## config.mk

```make
export PLATFORM = sky130hd
export DESIGN_NAME = fetch_unit
export DESIGN_NICKNAME = d
export VERILOG_FILES = /design/src/rtl/fetch_unit.sv
export SDC_FILE = /design/constraint.sdc
export NUM_CORES = 1
export LEC_CHECK = 0
export BUFFER_PORTS_ARGS = -buffer_cell sky130_fd_sc_hd__clkbuf_2
export CAP_MARGIN = 0
export CORE_MARGIN = 5
export CORE_UTILIZATION = 52
export CTS_CLUSTER_DIAMETER = 50
export DETAILED_ROUTE_END_ITERATION = 10
export GPL_ROUTABILITY_DRIVEN = 1
export GPL_TIMING_DRIVEN = 0
export PLACE_DENSITY = 0.76
export REMOVE_ABC_BUFFERS = 1
export SLEW_MARGIN = 20
export SYNTH_ARGS = -nofsm -noshare
export SYNTH_HDL_FRONTEND = slang
export SYNTH_SLANG_ARGS = --single-unit
```

## constraint.sdc

```tcl
create_clock -name clock -period 3.4 [get_ports clock]
set_clock_uncertainty 0.05 [all_clocks]
set_input_delay 0.51 -clock clock [delete_from_list [all_inputs] [get_ports clock]]
set_output_delay 0.51 -clock clock [all_outputs]
set_load 0.005 [all_outputs]
```

## src/rtl/fetch_unit.sv

```systemverilog
// fetch_unit: instruction-fetch front end. Owns the PC, issues word fetches
// under a credit limit, buffers in-order responses in a prefetch queue and
// applies branch redirects from decode, with optional MIPS delay-slot timing.
module fetch_unit #(
  parameter int unsigned           ADDR_WIDTH = 32,
  parameter logic [ADDR_WIDTH-1:0] RESET_PC   = 32'h0040_0000,
  parameter int unsigned           QDEPTH     = 4,
  parameter bit                    DELAY_SLOT = 1'b1
) (
  input  logic                  clock,
  input  logic                  reset,
  output logic                  imem_req_out,
  output logic [ADDR_WIDTH-1:0] imem_addr_out,
  input  logic                  imem_ready_in,
  input  logic                  imem_rvalid_in,
  input  logic [31:0]           imem_rdata_in,
  output logic [31:0]           ins_out,
  output logic [ADDR_WIDTH-1:0] ins_pc_out,
  output logic [ADDR_WIDTH-1:0] ins_pcn_out,
  output logic                  ins_valid_out,
  input  logic                  ins_ready_in,
  input  logic                  redirect_in,
  input  logic [ADDR_WIDTH-1:0] redirect_pc_in,
  output logic                  flushing_out
);

  localparam int unsigned           PW         = $clog2(QDEPTH);
  localparam int unsigned           CW         = $clog2(QDEPTH) + 1;
  localparam logic [ADDR_WIDTH-1:0] ALIGN_MASK = {{(ADDR_WIDTH-2){1'b1}}, 2'b00};
  localparam logic [ADDR_WIDTH-1:0] WORD_STEP  = ADDR_WIDTH'(4);

  typedef enum logic {RUN, ARMED} state_t;

  state_t                state_q;
  logic                  run_q;
  logic [ADDR_WIDTH-1:0] fetch_pc_q, fetch_pc_d;
  logic [ADDR_WIDTH-1:0] resp_pc_q, resp_pc_d;
  logic [ADDR_WIDTH-1:0] target_q;
  logic [CW-1:0]         count_q, count_d;
  logic [CW-1:0]         outst_q, outst_d;
  logic [CW-1:0]         disc_q, disc_d;
  logic [PW-1:0]         rd_ptr_q, wr_ptr_q;
  logic [31:0]           ins_mem_q [QDEPTH];
  logic [ADDR_WIDTH-1:0] pc_mem_q  [QDEPTH];

  logic                  issue, pop, resp, push, flush;
  logic [CW:0]           credit;
  logic [ADDR_WIDTH-1:0] redir_pc, flush_pc, head_pc;

  assign ins_valid_out = (count_q != '0);
  assign head_pc       = pc_mem_q[rd_ptr_q];
  assign ins_out       = ins_valid_out ? ins_mem_q[rd_ptr_q] : '0;
  assign ins_pc_out    = ins_valid_out ? head_pc : '0;
  assign ins_pcn_out   = ins_valid_out ? head_pc + WORD_STEP : '0;
  assign imem_addr_out = fetch_pc_q;
  assign flushing_out  = (disc_q != '0);

  // Issue/response/pop handshakes, flush decision and next-state counters
  always_comb begin
    credit       = {1'b0, count_q} + {1'b0, outst_q};
    imem_req_out = run_q && (credit < (CW+1)'(QDEPTH));
    issue        = imem_req_out && imem_ready_in;
    pop          = ins_valid_out && ins_ready_in;
    resp         = imem_rvalid_in && (outst_q != '0);
    push         = resp && (disc_q == '0);
    flush        = pop && ((state_q == ARMED) ||
                           ((state_q == RUN) && (DELAY_SLOT == 1'b0) && redirect_in));
    redir_pc     = redirect_pc_in & ALIGN_MASK;
    flush_pc     = (state_q == ARMED) ? target_q : redir_pc;

    outst_d = outst_q + CW'(issue) - CW'(resp);

    // Responses are in order, so one running PC stands in for a per-request
    // PC FIFO: discarded words never advance it and a flush reloads it.
    disc_d    = disc_q;
    count_d   = count_q + CW'(push) - CW'(pop);
    fetch_pc_d = issue ? fetch_pc_q + WORD_STEP : fetch_pc_q;
    resp_pc_d  = push  ? resp_pc_q + WORD_STEP  : resp_pc_q;
    if (resp && (disc_q != '0)) disc_d = disc_q - CW'(1);
    if (flush) begin
      disc_d     = outst_d;
      count_d    = '0;
      fetch_pc_d = flush_pc;
      resp_pc_d  = flush_pc;
    end
  end

  // Control state: PC, counters, queue pointers and redirect FSM
  always_ff @(posedge clock or posedge reset) begin
    if (reset) begin
      state_q    <= RUN;
      run_q      <= 1'b0;
      fetch_pc_q <= RESET_PC;
      resp_pc_q  <= RESET_PC;
      target_q   <= '0;
      count_q    <= '0;
      outst_q    <= '0;
      disc_q     <= '0;
      rd_ptr_q   <= '0;
      wr_ptr_q   <= '0;
    end else begin
      run_q      <= 1'b1;
      fetch_pc_q <= fetch_pc_d;
      resp_pc_q  <= resp_pc_d;
      count_q    <= count_d;
      outst_q    <= outst_d;
      disc_q     <= disc_d;
      if (flush) begin
        rd_ptr_q <= '0;
        wr_ptr_q <= '0;
      end else begin
        if (push) wr_ptr_q <= wr_ptr_q + PW'(1);
        if (pop)  rd_ptr_q <= rd_ptr_q + PW'(1);
      end
      if (state_q == RUN) begin
        if (pop && redirect_in && DELAY_SLOT) begin
          state_q  <= ARMED;
          target_q <= redir_pc;
        end
      end else if (pop) begin
        state_q <= RUN;
      end
    end
  end

  // Queue storage: pure datapath, contents are qualified by count_q
  always_ff @(posedge clock) begin
    if (push) begin
      ins_mem_q[wr_ptr_q] <= imem_rdata_in;
      pc_mem_q[wr_ptr_q]  <= resp_pc_q;
    end
  end

  // A response with nothing outstanding is a memory-side protocol error
  a_no_orphan_resp: assert property (@(posedge clock) disable iff (reset)
                                     imem_rvalid_in |-> (outst_q != '0));

endmodule

```

# Word-level counts from Yosys, hierarchy flattened

Memories as Yosys holds them, arrays and structs flattened.
Index checks and enable logic that the tools add are counted.

Multiplexer cells: 20
Bitwise operators: 1
$lt $le $gt $ge: 1
Shifts and indexed selects: 0
Reductions and logical operators: 17
Divide/modulo/power cells: 0
Add/sub/neg operators: 11
Eq/ne operators: 0
$mul: 0

Operator list:

| operator                                            | number |
|---|---|
| two-way mux 32 bit                                  | 8 |
| adder 32 x 3 -> 32 bit (second input constant)      | 3 |
| two-way mux 3 bit                                   | 3 |
| nonzero test 3 bit                                  | 3 |
| logical AND 1 bit                                   | 8 |
| two-way mux 2 bit                                   | 4 |
| nonzero test 2 bit                                  | 4 |
| adder 3 x 1 -> 3 bit                                | 2 |
| subtractor 3 x 1 -> 3 bit                           | 2 |
| two-way mux 1 bit                                   | 5 |
| adder 2 x 1 -> 2 bit (second input constant)        | 2 |
| adder 3 x 3 -> 4 bit                                | 1 |
| < comparator 4 x 3 -> 1 bit (second input constant) | 1 |
| zero test 3 bit                                     | 1 |
| subtractor 3 x 1 -> 3 bit (second input constant)   | 1 |
| AND reduction 2 bit                                 | 1 |
| NOT 1 bit                                           | 1 |

Memories kept: 2
Bits in latches: 0
Bits in registers: 109
Memory bits (read-only): 0
Output and inout port bits: 131
Bits in writable memories: 256
Input bits: 70
Logic and storage cells: 62

Memory list:

| name      | depth | bits a word | rd ports | clocked after Yosys merged registers in | wr ports | RTL line | source |
|---|---|---|---|---|---|---|---|
| ins_mem_q | 4     | 32          | 1        | 0                                       | 1        | 43       | `logic [31:0] ins_mem_q [QDEPTH];` |
| pc_mem_q  | 4     | 32          | 1        | 0                                       | 1        | 44       | `logic [ADDR_WIDTH-1:0] pc_mem_q [QDEPTH];` |

# Logic depth before layout (Yosys ltp)

Gate-level depths: netlist (run 1).

Depth after elaboration: 7
Depth in mapped cells: 14
Gate-level depth less buffers: 13

# Least setup slack after synthesis (run 1)

No wires, ideal clock.

Kind: reg-to-output
Start point: register rd_ptr_q[0]
End point: output port ins_pcn_out[30]
Required time: 2.840 ns
Setup slack: 0.387 ns
Data arrival time: 2.453 ns
Stages on the path, launching flop included: 11
Cell sequence: dfrtp_1 buf_6 buf_12 mux4_2 ha_1 and4_1 buf_4 nand4b_4 buf_6 or4_1 a21oi_1

Cells in the longest elaborated chain, start to end: 3

Ends and longest elaborated chain:

| element                  | RTL line | source |
|---|---|---|
| start: declaration       | 42       | `logic [PW-1:0] rd_ptr_q, wr_ptr_q;` |
| start signal: assignment | 113      | `if (pop) rd_ptr_q <= rd_ptr_q + PW'(1);` |
| memory (4 x 32 bit)      | --       |  |
| adder 32 x 3 -> 32 bit   | 54       | `assign ins_pcn_out = ins_valid_out ? head_pc + WORD_STEP : '0;` |
| two-way mux 32 bit       | 54       |  |
| end: declaration         | 19       | `output logic [ADDR_WIDTH-1:0] ins_pcn_out,` |

Every way passes these cells.

# Final worst setup path (run 1)

Ends and elaborated chain as after synthesis.

==> results of run 1 <==
[cells in the final DEF, fill, tap and decap left out, types with 10 or more instances in the layout]
master     netlist  routed
nand4_1         17      17
ha_1            15      14
xor2_1          24      23
clkbuf_2         0     185
buf_16           0      10
nor2_1          62      62
mux4_2          50      57
xnor2_1         37      37
inv_1           24      22
and2_1          68      67
edfxtp_1       248     248
nor4_1          15      12
and3_1          21      16
nand3_1         32      28
buf_4            8      34
or3_1           15      13
nand2_1         39      38
a31oi_1         16      16
dfrtp_1        103     101
a21oi_1         50      44
mux2_2          39      32
o21ai_0         19      18
nor3_1          17      13
clkbuf_16        0      41
[sequential cells by signal (all words and copies together) (netlist names), 3 cells and up]
name and cells:
imem_addr_out 30, target_q 30, count_q 3, outst_q 3, pc_mem_q 120, ins_mem_q 128, disc_q 3, resp_pc_q 30
[power by group through the flow]
| stage | Clock [mW] | Combinational [mW] | Sequential, mW |
|---|---|---|---|
| global placement | 0 | 5.32 | 6.90 |
| global route | 4.58 | 7.02 | 6.76 |
| detailed placement | 0 | 5.64 | 6.78 |
| CTS | 4.41 | 6.33 | 6.61 |
| finish | 4.31 | 6.40 | 6.62 |
| floorplan | 0 | 3.46 | 6.59 |
[metrics by stage]
stage	hold WS (ns)	setup TNS, ns
floorplan	0.4078	-254.32
global route	0.1479	-2.619
CTS	0.1373	-1.589
detailed placement	0.4470	-1.974
finish	0.1660	-1.125
global placement	0.4341	-1077.98
[kinds of logic after synthesis]
| family | count (synthesis) | synth area share |
|---|---|---|
| muxes | 103 | 0.1222 |
| and+or+nand+nor | 322 | 0.1163 |
| buffers and inverters | 84 | 0.02953 |
| AOI/OAI and AO/OA | 97 | 0.03459 |
| adders and majority gates | 17 | 0.01464 |
| xor gates and xnor gates | 61 | 0.03435 |
| other | 2 | 0.0004829 |
| DFF | 353 | 0.6479 |
[area by class of cell]
cell class	count	share of cell area
multi-input cells	607	0.2786
repair buffers	248	0.08827
clock buffers	46	0.05566
well taps	390	0.02575
flip-flops and latches	353	0.5322
inverters	24	0.005150
clock inverters	21	0.01446
[worst max-delay path: stages (launching register included)]
cell and delay (ns):
dfrtp_4 0.57, buf_12 0.19, mux4_2 0.42, and4_4 0.29, nand4b_4 0.17, or4_4 0.55
a21oi_2 0.14, buf_2 0.13
[worst min path at each step]
stage / startpoint / slack, ns / endpoint
global placement: target_q[27] / 0.43 / resp_pc_q[27]
global route: imem_rdata_in[31] / 0.15 / ins_mem_q[0][31]
CTS: imem_rdata_in[31] / 0.14 / ins_mem_q[1][31]
floorplan: target_q[27] / 0.41 / resp_pc_q[27]
detailed placement: target_q[19] / 0.45 / target_q[19]
finish: imem_rdata_in[23] / 0.17 / ins_mem_q[1][23]
[synth_stat cells (16+ instances only)]
| library cell | instances |
|---|---|
| xor2_1 | 24 |
| nand2_1 | 39 |
| nor3_1 | 17 |
| nand4_1 | 17 |
| xnor2_1 | 37 |
| edfxtp_1 | 248 |
| a21oi_1 | 50 |
| and2_1 | 68 |
| nand3_1 | 32 |
| clkbuf_1 | 36 |
| mux2_2 | 39 |
| a31oi_1 | 16 |
| dfrtp_1 | 103 |
| nor2_1 | 62 |
| o21ai_0 | 19 |
| and3_1 | 21 |
| mux4_2 | 50 |
| inv_1 | 24 |
[routing by layer]
layer  part of all wire  global-route usage  up-vias
met5                  0                   0        -
li1                   -                   -     4388
met1               0.41              0.2750     4831
met4              0.026             0.05662        0
met3              0.067             0.03491       58
met2               0.50              0.3428      331
[repair_timing]
| action | in CTS | in global routing |
|---|---|---|
| gates cloned | 1 | 0 |
| pin swaps | 25 | 7 |
| hold buffers | 1 | 0 |
| setup buffers | 35 | 5 |
| hold endpoints to repair | 48 | 0 |
| resized for setup | 55 | 27 |
| setup endpoints to repair | 28 | 19 |
==> results.tsv, run 1 <==
stage	metric	value	unit
sta	drv_slew	0	
yosys	synth_cell_types	54	
global_routing	grt_pass1_wl	53960	um
clock_network	clkSlewWorstSetupHoldPaths	0.06	ns
clock_network	htree_levels	2	
floorplan	num_io_pins	201	
yosys	synth-edff-count	248	
power	power	17.32	mW
placed_design	pre_cts_ws	-0.2604	ns
yosys	syn_avg_cell_area	14.97	um^2
route	via_per_inst	5.689	
critical_path	rr_endpoint	disc_q[2]	
final_layout	fin_cells	1689	
clock_network	clock_latency	0.52	ns
critical_path	end_kind	output port	
clock_network	cts_root_buffer	clkbuf_16	
yosys	synth_area_leaders	edfxtp_1 (48%), dfrtp_1 (17%), mux4_2 (7.2%)	
placed_design	dp_hpwl	21900	um
yosys	synth_seq_cells	353	
final_layout	multi_input_area	5279	um^2
final_layout	fin_area	18950	um^2
power	seq_power_share	0.382	
sta	rsz0062_at_grt	yes	
power	leakage	7.059	nW
sta	fin_crit_sh	1.040	
placed_design	dp.cells	1580	
route	drc_errors	0	
placed_design	dpl_cell_area	16980	um^2
yosys	synth.cell_area	15550	um^2
yosys	yosysSeqAreaShare	0.6479	
route	drt-initial-drc-count	821	
floorplan	start_util	0.5261	
route	wl_per_cell	20.33	um
yosys	synth_top_area_frac	0.4788	
placed_design	io_buffers	192	
final_layout	nets	1359	
clock_network	clock_path_buffers	3	
yosys	synth-main-ff-cell	edfxtp_1	
critical_path	worst_r2r_startpoint	count_q[2]	
global_routing	grtUsageTotal	0.2028	
yosys	syn_inst	1039	
critical_path	required	2.84	ns
global_routing	globalRoute.totalOverflow	0	
power	ir_drop	0.5628	mV
outcome	violations	negative setup slack	
critical_path	cp_max_fo	8	
clock_network	cts.sinks	353	
yosys	yosysTopAreaCell	edfxtp_1	
sta	setup_violations	15	
critical_path	reg2regPathDepth	12	
global_routing	grt_pass1_vias	9760	
clock_network	cts_tree	yes	
floorplan	coreArea	29560	um^2
worst_hold_path	hold_depth	1	
floorplan	die_area	33470	um^2
power	p_switching	5.736	mW
global_routing	antenna_found_initial	0	
power	p_int	11.59	mW
power	clock_power_share	0.249	
worst_hold_path	min_path_type	in2reg	
route	vias	9608	
job	maxCapViolations	0	
sta	fmax	282.9	MHz
sta	hold_viol	0	
sta	tightest_slew	0.7504	ns
critical_path	cp-start-kind	flip-flop	
final_layout	postLayoutCoreUtil	0.6411	
floorplan	fp.dieH	182.9	um
final_layout	regArea	10080	um^2
outcome	outcome	complete, but fails checks	
critical_path	startpoint	rd_ptr_q[0]	
sta	fin_crit	3.535	ns
power	switching_share	0.3311	
critical_path	crit_type	reg2out	
power	power_density	914.0	nW/um^2
critical_path	worstPathArrival	2.98	ns
route	wirelength	34340	um
critical_path	rrSetupSlack	0.25	ns
yosys	ys_warn_count	0	
sta	finalWorstSetupSlack	-0.1354	ns
floorplan	die-width	182.9	um
power	p_comb_frac	0.369	
yosys	synthArstFlopShare	0.2975	
final_layout	syn_to_final_growth	21.85	%
route	firstDrtPassIters	5	
final_layout	layout-drive-gt1-share	0.3480	
final_layout	fillers	2190	
clock_network	numCtsBuffers	38	
sta	relSlewSlack	0.4983	
critical_path	crit_path_end	ins_pcn_out[30]	
global_routing	grt_max_degree	63	
floorplan	row_count	63	
final_layout	n_antenna_cell	0	
route	antenna_left	0	
placed_design	place_congestion	0.7754	
No activity file was read; power rests on OpenSTA's default activity.
==> inputs of run 2 (changes only) <==
Settings changed: CORE_MARGIN 5 to not set.
==> results.tsv, run 2 (synthesis gave the netlist of run 1 again) <==
stage	metric	value	unit	change
final_layout	fillers	2093		-4.4%
floorplan	die_area	30600	um^2	-8.6%
sta	tightest_slew	0.8050	ns	+0.05456 ns
sta	rsz0062_at_grt	yes		
route	via_per_inst	5.789		+1.8%
final_layout	fin_area	18910	um^2	-0.20%
power	ir_drop	0.5008	mV	-11%
route	drc_errors	0		unchanged
placed_design	dp_hpwl	21240	um	-3.0%
floorplan	row_count	62		-1.6%
sta	relSlewSlack	0.4619		-0.03647
outcome	outcome	complete, but fails checks		
clock_network	clkSlewWorstSetupHoldPaths	0.06	ns	about the same
clock_network	numCtsBuffers	40		+5.3%
global_routing	grtUsageTotal	0.2281		+0.02525
final_layout	layout-drive-gt1-share	0.3577		+0.009782
critical_path	worstPathArrival	3.01	ns	+0.03 ns
clock_network	cts_root_buffer	clkbuf_16		
critical_path	crit_type	reg2out		
sta	setup_violations	13		-2
clock_network	htree_levels	2		unchanged
placed_design	dp.cells	1574		-0.38%
floorplan	coreArea	29090	um^2	-1.6%
final_layout	final_cell_mix	edfxtp_1 (248), clkbuf_2 (188), dfrtp_1 (101)		
final_layout	n_antenna_cell	0		unchanged
global_routing	grt_max_degree	68		+7.9%
floorplan	fp.dieH	174.9	um	-4.4%
clock_network	cts.sinks	353		unchanged
final_layout	reg_top3	ins_mem_q: 128 flops, pc_mem_q: 120 flops		
clock_network	hold_buffers	0		-1
sta	finalWorstSetupSlack	-0.1672	ns	-0.03178 ns
final_layout	regMostFlops	ins_mem_q		
placed_design	pre_cts_ws	-0.2683	ns	-0.007937 ns
global_routing	globalRoute.totalOverflow	0		unchanged
sta	drv_slew	0		unchanged
final_layout	nets	1372		+0.96%
route	firstDrtPassIters	5		unchanged
final_layout	fin_cells	1695		+0.36%
sta	tns	-1.291	ns	-0.1655 ns
global_routing	grt_pass1_wl	54000	um	about the same
critical_path	cp_max_fo	8		unchanged
final_layout	largest_reg_flops	128		unchanged
power	power	17.28	mW	-0.21%
final_layout	final_common_cell	edfxtp_1		
critical_path	startpoint	rd_ptr_q[0]		
power	leakage	7.057	nW	about the same
floorplan	start_util	0.5346		+0.008486
route	vias	9812		+2.1%
global_routing	grt_pass1_vias	9723		-0.38%
outcome	violations	negative setup slack		
placed_design	io_buffers	192		unchanged
sta	whs	0.01027	ns	-0.1557 ns
critical_path	required	2.84	ns	about the same
placed_design	dpl_cell_area	16930	um^2	-0.27%
job	maxCapViolations	0		unchanged
clock_network	clock_latency	0.52	ns	about the same
critical_path	worst_r2r_startpoint	count_q[1]		
clock_network	clock_path_buffers	3		unchanged
critical_path	cp-start-kind	flip-flop		
floorplan	num_io_pins	201		unchanged
sta	fmax	280.3	MHz	-0.89%
power	power_density	913.9	nW/um^2	about the same
worst_hold_path	min_path_type	in2async		
route	drt-initial-drc-count	736		-10%
route	wl_per_cell	20.43	um	+0.52%
sta	hold_viol	0		unchanged
global_routing	antenna_found_initial	0		unchanged
sta	fin_crit_sh	1.049		+0.009347
clock_network	cts_tree	yes		
sta	fin_crit	3.567	ns	+0.03178 ns
floorplan	die-width	174.9	um	-4.4%
final_layout	postLayoutCoreUtil	0.6502		+0.009050
route	antenna_left	0		unchanged
placed_design	place_congestion	0.8045		+3.8%
critical_path	end_kind	output port		
final_layout	syn_to_final_growth	21.61	%	
route	wirelength	34640	um	+0.88%
[run 2: changes by cell type in the layout (fill, tap and decap cells not counted), moves of 3 or more]
cell        before  now
buf_12           4   13
buf_16          10    2
buf_2            5    2
buf_4           34   41
bufinv_16        6    2
clkbuf_2       185  188
clkinvlp_4       3    6
mux4_1           5    1
mux4_2          57   61
[run 2: critical path, cell delays in order (launching register included)]
cell and delay, ns:
dfrtp_4 0.57, buf_12 0.18, buf_16 0.15, mux4_2 0.36
and4_4 0.32, nand3_1 0.14, or4_4 0.51, a21oi_2 0.13
clkbuf_2 0.12
[run 2: cell type report]
type,instances,area [um^2],share of cell area
clock buffers,45,1051,0.05557
clock inverters,23,200.2,0.01058
inverters,24,97.59,0.005160
multi-input cells,608,5251,0.2777
flip-flops and latches,353,10080,0.5332
well taps,384,480.5,0.02540
repair buffers,258,1748,0.09242
[run 2: power by group]
| part | internal [mW] | total [mW] | switching [mW] |
|---|---|---|---|
| logic | 3.34 | 6.60 | 3.26 |
| registers | 5.70 | 6.61 | 0.910 |
| clock network | 2.39 | 4.07 | 1.68 |
[run 2: per-layer routing]
layer	wire length, um	part of all wire	global-route usage	vias up
met1	14570	0.42	0.3167	4972
met4	761	0.022	0.06703	0
li1	-	-	-	4409
met2	17220	0.50	0.3771	369
met3	2082	0.060	0.03198	62
met5	0	0	0	-
[run 2: repair_timing]
action	in CTS	in global routing
cloned	3	1
pin swaps	21	14
setup buffers	38	13
resized for setup	51	29
setup endpoints to repair	26	21
[run 2: worst paths after layout]
path                                     endpoint  slack [ns]  depth (start not counted)
max in group asynchronous             rd_ptr_q[0]        2.64                          3
min in group clock               ins_mem_q[1][27]        0.15                          1
worst min-delay path            imem_addr_out[17]        0.01                          2
worst max-delay path              ins_pcn_out[29]       -0.17                          8
worst max register to register         count_q[2]        0.31                         12
worst min register to register      resp_pc_q[27]        0.45                          2
==> inputs of run 3 (changes only) <==
Settings changed: CORE_UTILIZATION 52 to 55, GPL_ROUTABILITY_DRIVEN 1 to not set.
Clock period 3.4 ns to 3.38 ns, I/O delays scaled along.
==> results.tsv, run 3 (synthesis gave the netlist of run 1 again) <==
stage	metric	value	unit	change
sta	drv_slew	0		unchanged
critical_path	crit_type	reg2out		
route	wirelength	34400	um	-0.70%
global_routing	grt_max_degree	66		-2.9%
final_layout	final_common_cell	edfxtp_1		
placed_design	place_congestion	0.7816		-2.8%
route	antenna_left	0		unchanged
sta	tns	-1.739	ns	-0.4485 ns
floorplan	die_area	28950	um^2	-5.4%
global_routing	grt_pass1_vias	9692		-0.32%
floorplan	row_count	61		-1.6%
clock_network	cts_tree	yes		
power	power_density	920.8	nW/um^2	+0.76%
sta	relSlewSlack	0.4740		+0.01214
sta	finalWorstSetupSlack	-0.1550	ns	+0.01211 ns
final_layout	syn_to_final_growth	22.28	%	
floorplan	num_io_pins	201		unchanged
floorplan	coreArea	27780	um^2	-4.5%
critical_path	worstPathArrival	2.98	ns	-0.03 ns
worst_hold_path	worstHoldStart	imem_rdata_in[20]		
global_routing	antenna_found_initial	0		unchanged
worst_hold_path	hold_depth	1		
route	via_per_inst	5.800		+0.20%
final_layout	n_antenna_cell	0		unchanged
clock_network	htree_levels	2		unchanged
worst_hold_path	min_to	ins_mem_q[2][20]		
final_layout	postLayoutCoreUtil	0.6845		+0.03436
global_routing	grt_pass1_wl	53340	um	-1.2%
sta	rsz0062_at_grt	yes		
route	drc_errors	0		unchanged
final_layout	fin_cells	1691		-0.24%
outcome	violations	negative setup slack		
route	drt-initial-drc-count	869		+18%
critical_path	end_kind	output port		
final_layout	largest_reg_flops	128		unchanged
placed_design	dp_hpwl	21090	um	-0.74%
final_layout	regMostFlops	ins_mem_q		
sta	fin_crit_sh	1.046		
power	power	17.51	mW	+1.3%
sta	hold_viol	0		unchanged
floorplan	fp.dieH	170.2	um	-2.7%
floorplan	start_util	0.5598		+0.02519
critical_path	reg2regPathDepth	12		unchanged
final_layout	final_cell_mix	edfxtp_1 (248), clkbuf_2 (184), dfrtp_1 (101)		
outcome	outcome	complete, but fails checks		
route	vias	9808		-0.041%
critical_path	worst_r2r_startpoint	count_q[2]		
sta	fin_crit	3.535	ns	
clock_network	numCtsBuffers	40		unchanged
floorplan	die-width	170.2	um	-2.7%
clock_network	cts.sinks	353		unchanged
final_layout	fillers	1926		-8.0%
clock_network	clock_latency	0.51	ns	about the same
job	maxCapViolations	0		unchanged
clock_network	clock_path_buffers	3		unchanged
clock_network	clkSlewWorstSetupHoldPaths	0.06	ns	about the same
critical_path	required	2.82	ns	-0.02 ns
clock_network	cts_root_buffer	clkbuf_16		
route	wl_per_cell	20.34	um	-0.46%
critical_path	cp-start-kind	flip-flop		
global_routing	grtUsageTotal	0.2410		+0.01293
final_layout	regArea	10080	um^2	unchanged
power	leakage	7.117	nW	+0.85%
global_routing	globalRoute.totalOverflow	0		unchanged
final_layout	layout-drive-gt1-share	0.3625		+0.004786
sta	tightest_slew	0.7868	ns	-0.01816 ns
route	firstDrtPassIters	5		unchanged
placed_design	io_buffers	192		unchanged
critical_path	rrSetupSlack	0.32	ns	about the same
placed_design	dp.cells	1568		-0.38%
sta	fmax	282.9	MHz	
critical_path	cp_max_fo	8		unchanged
final_layout	reg_top3	ins_mem_q: 128 flops, pc_mem_q: 120 flops		
final_layout	nets	1370		-0.15%
critical_path	rr_endpoint	disc_q[2]		
sta	setup_violations	17		+4
worst_hold_path	min_path_type	in2reg		
power	ir_drop	0.5986	mV	+20%
final_layout	multi_input_area	5320	um^2	+1.3%
[run 3: routing by layer]
layer	GRT usage	routed length (um)	vias up
li1	-	-	4422
met1	0.3274	14470	4937
met2	0.4002	16940	384
met3	0.03953	2149	65
met4	0.07560	838	0
met5	0	0	-
[run 3: worst max path at each step]
stage	startpoint	to	slack, ns	cells after the start
final	rd_ptr_q[0]	ins_pcn_out[30]	-0.16	7
after global routing	rd_ptr_q[0]	ins_pcn_out[17]	-0.22	8
after CTS	rd_ptr_q[0]	ins_pcn_out[27]	-0.16	8
after detailed placement	rd_ptr_q[0]	ins_pcn_out[30]	-0.42	7
after global placement	count_q[1]	resp_pc_q[3]	-5.72	5
after floorplan	count_q[1]	imem_addr_out[27]	-2.18	6
[run 3: timing repair]
action                                  in CTS  in global routing
cloned                                       3                  0
gates resized for setup                     67                 23
buffers inserted                            41                  6
endpoints found under the setup margin      34                 24
hold buffers                                 1                  0
pin swaps                                   26                 11
hold endpoints to repair                    40                  0
[run 3: area by class of cell]
class                           count  area share
Sequential cell                   353      0.5303
Multi-Input combinational cell    608      0.2798
Timing Repair Buffer              256     0.08869
Clock buffer                       47     0.05737
Tap cell                          378     0.02487
Clock inverter                     25     0.01401
Inverter                           24    0.005000
[run 3: through the flow]
stage	worst slack [ns]	hold slack [ns]	area (um^2)
after floorplan	-2.181	0.4078	15200
after global placement	-5.725	0.4353	16640
after detailed placement	-0.4244	0.4474	16920
after CTS	-0.1604	0.1428	18900
after global routing	-0.2165	0.1515	19020
final	-0.1550	0.1581	19020
[run 3: critical path, cell delays in order (launching register included)]
cell      delay (ns)
dfrtp_4         0.59
buf_16          0.20
mux4_2          0.42
and4_4          0.29
nand4b_4        0.19
or4_4           0.46
a21oi_2         0.17
clkbuf_2        0.14
[run 3: power breakdown]
group          switching [mW]  internal (mW)  leakage, nW
clock                    1.71           2.64        0.653
sequential              0.903           5.74         3.43
combinational            3.26           3.26         3.04
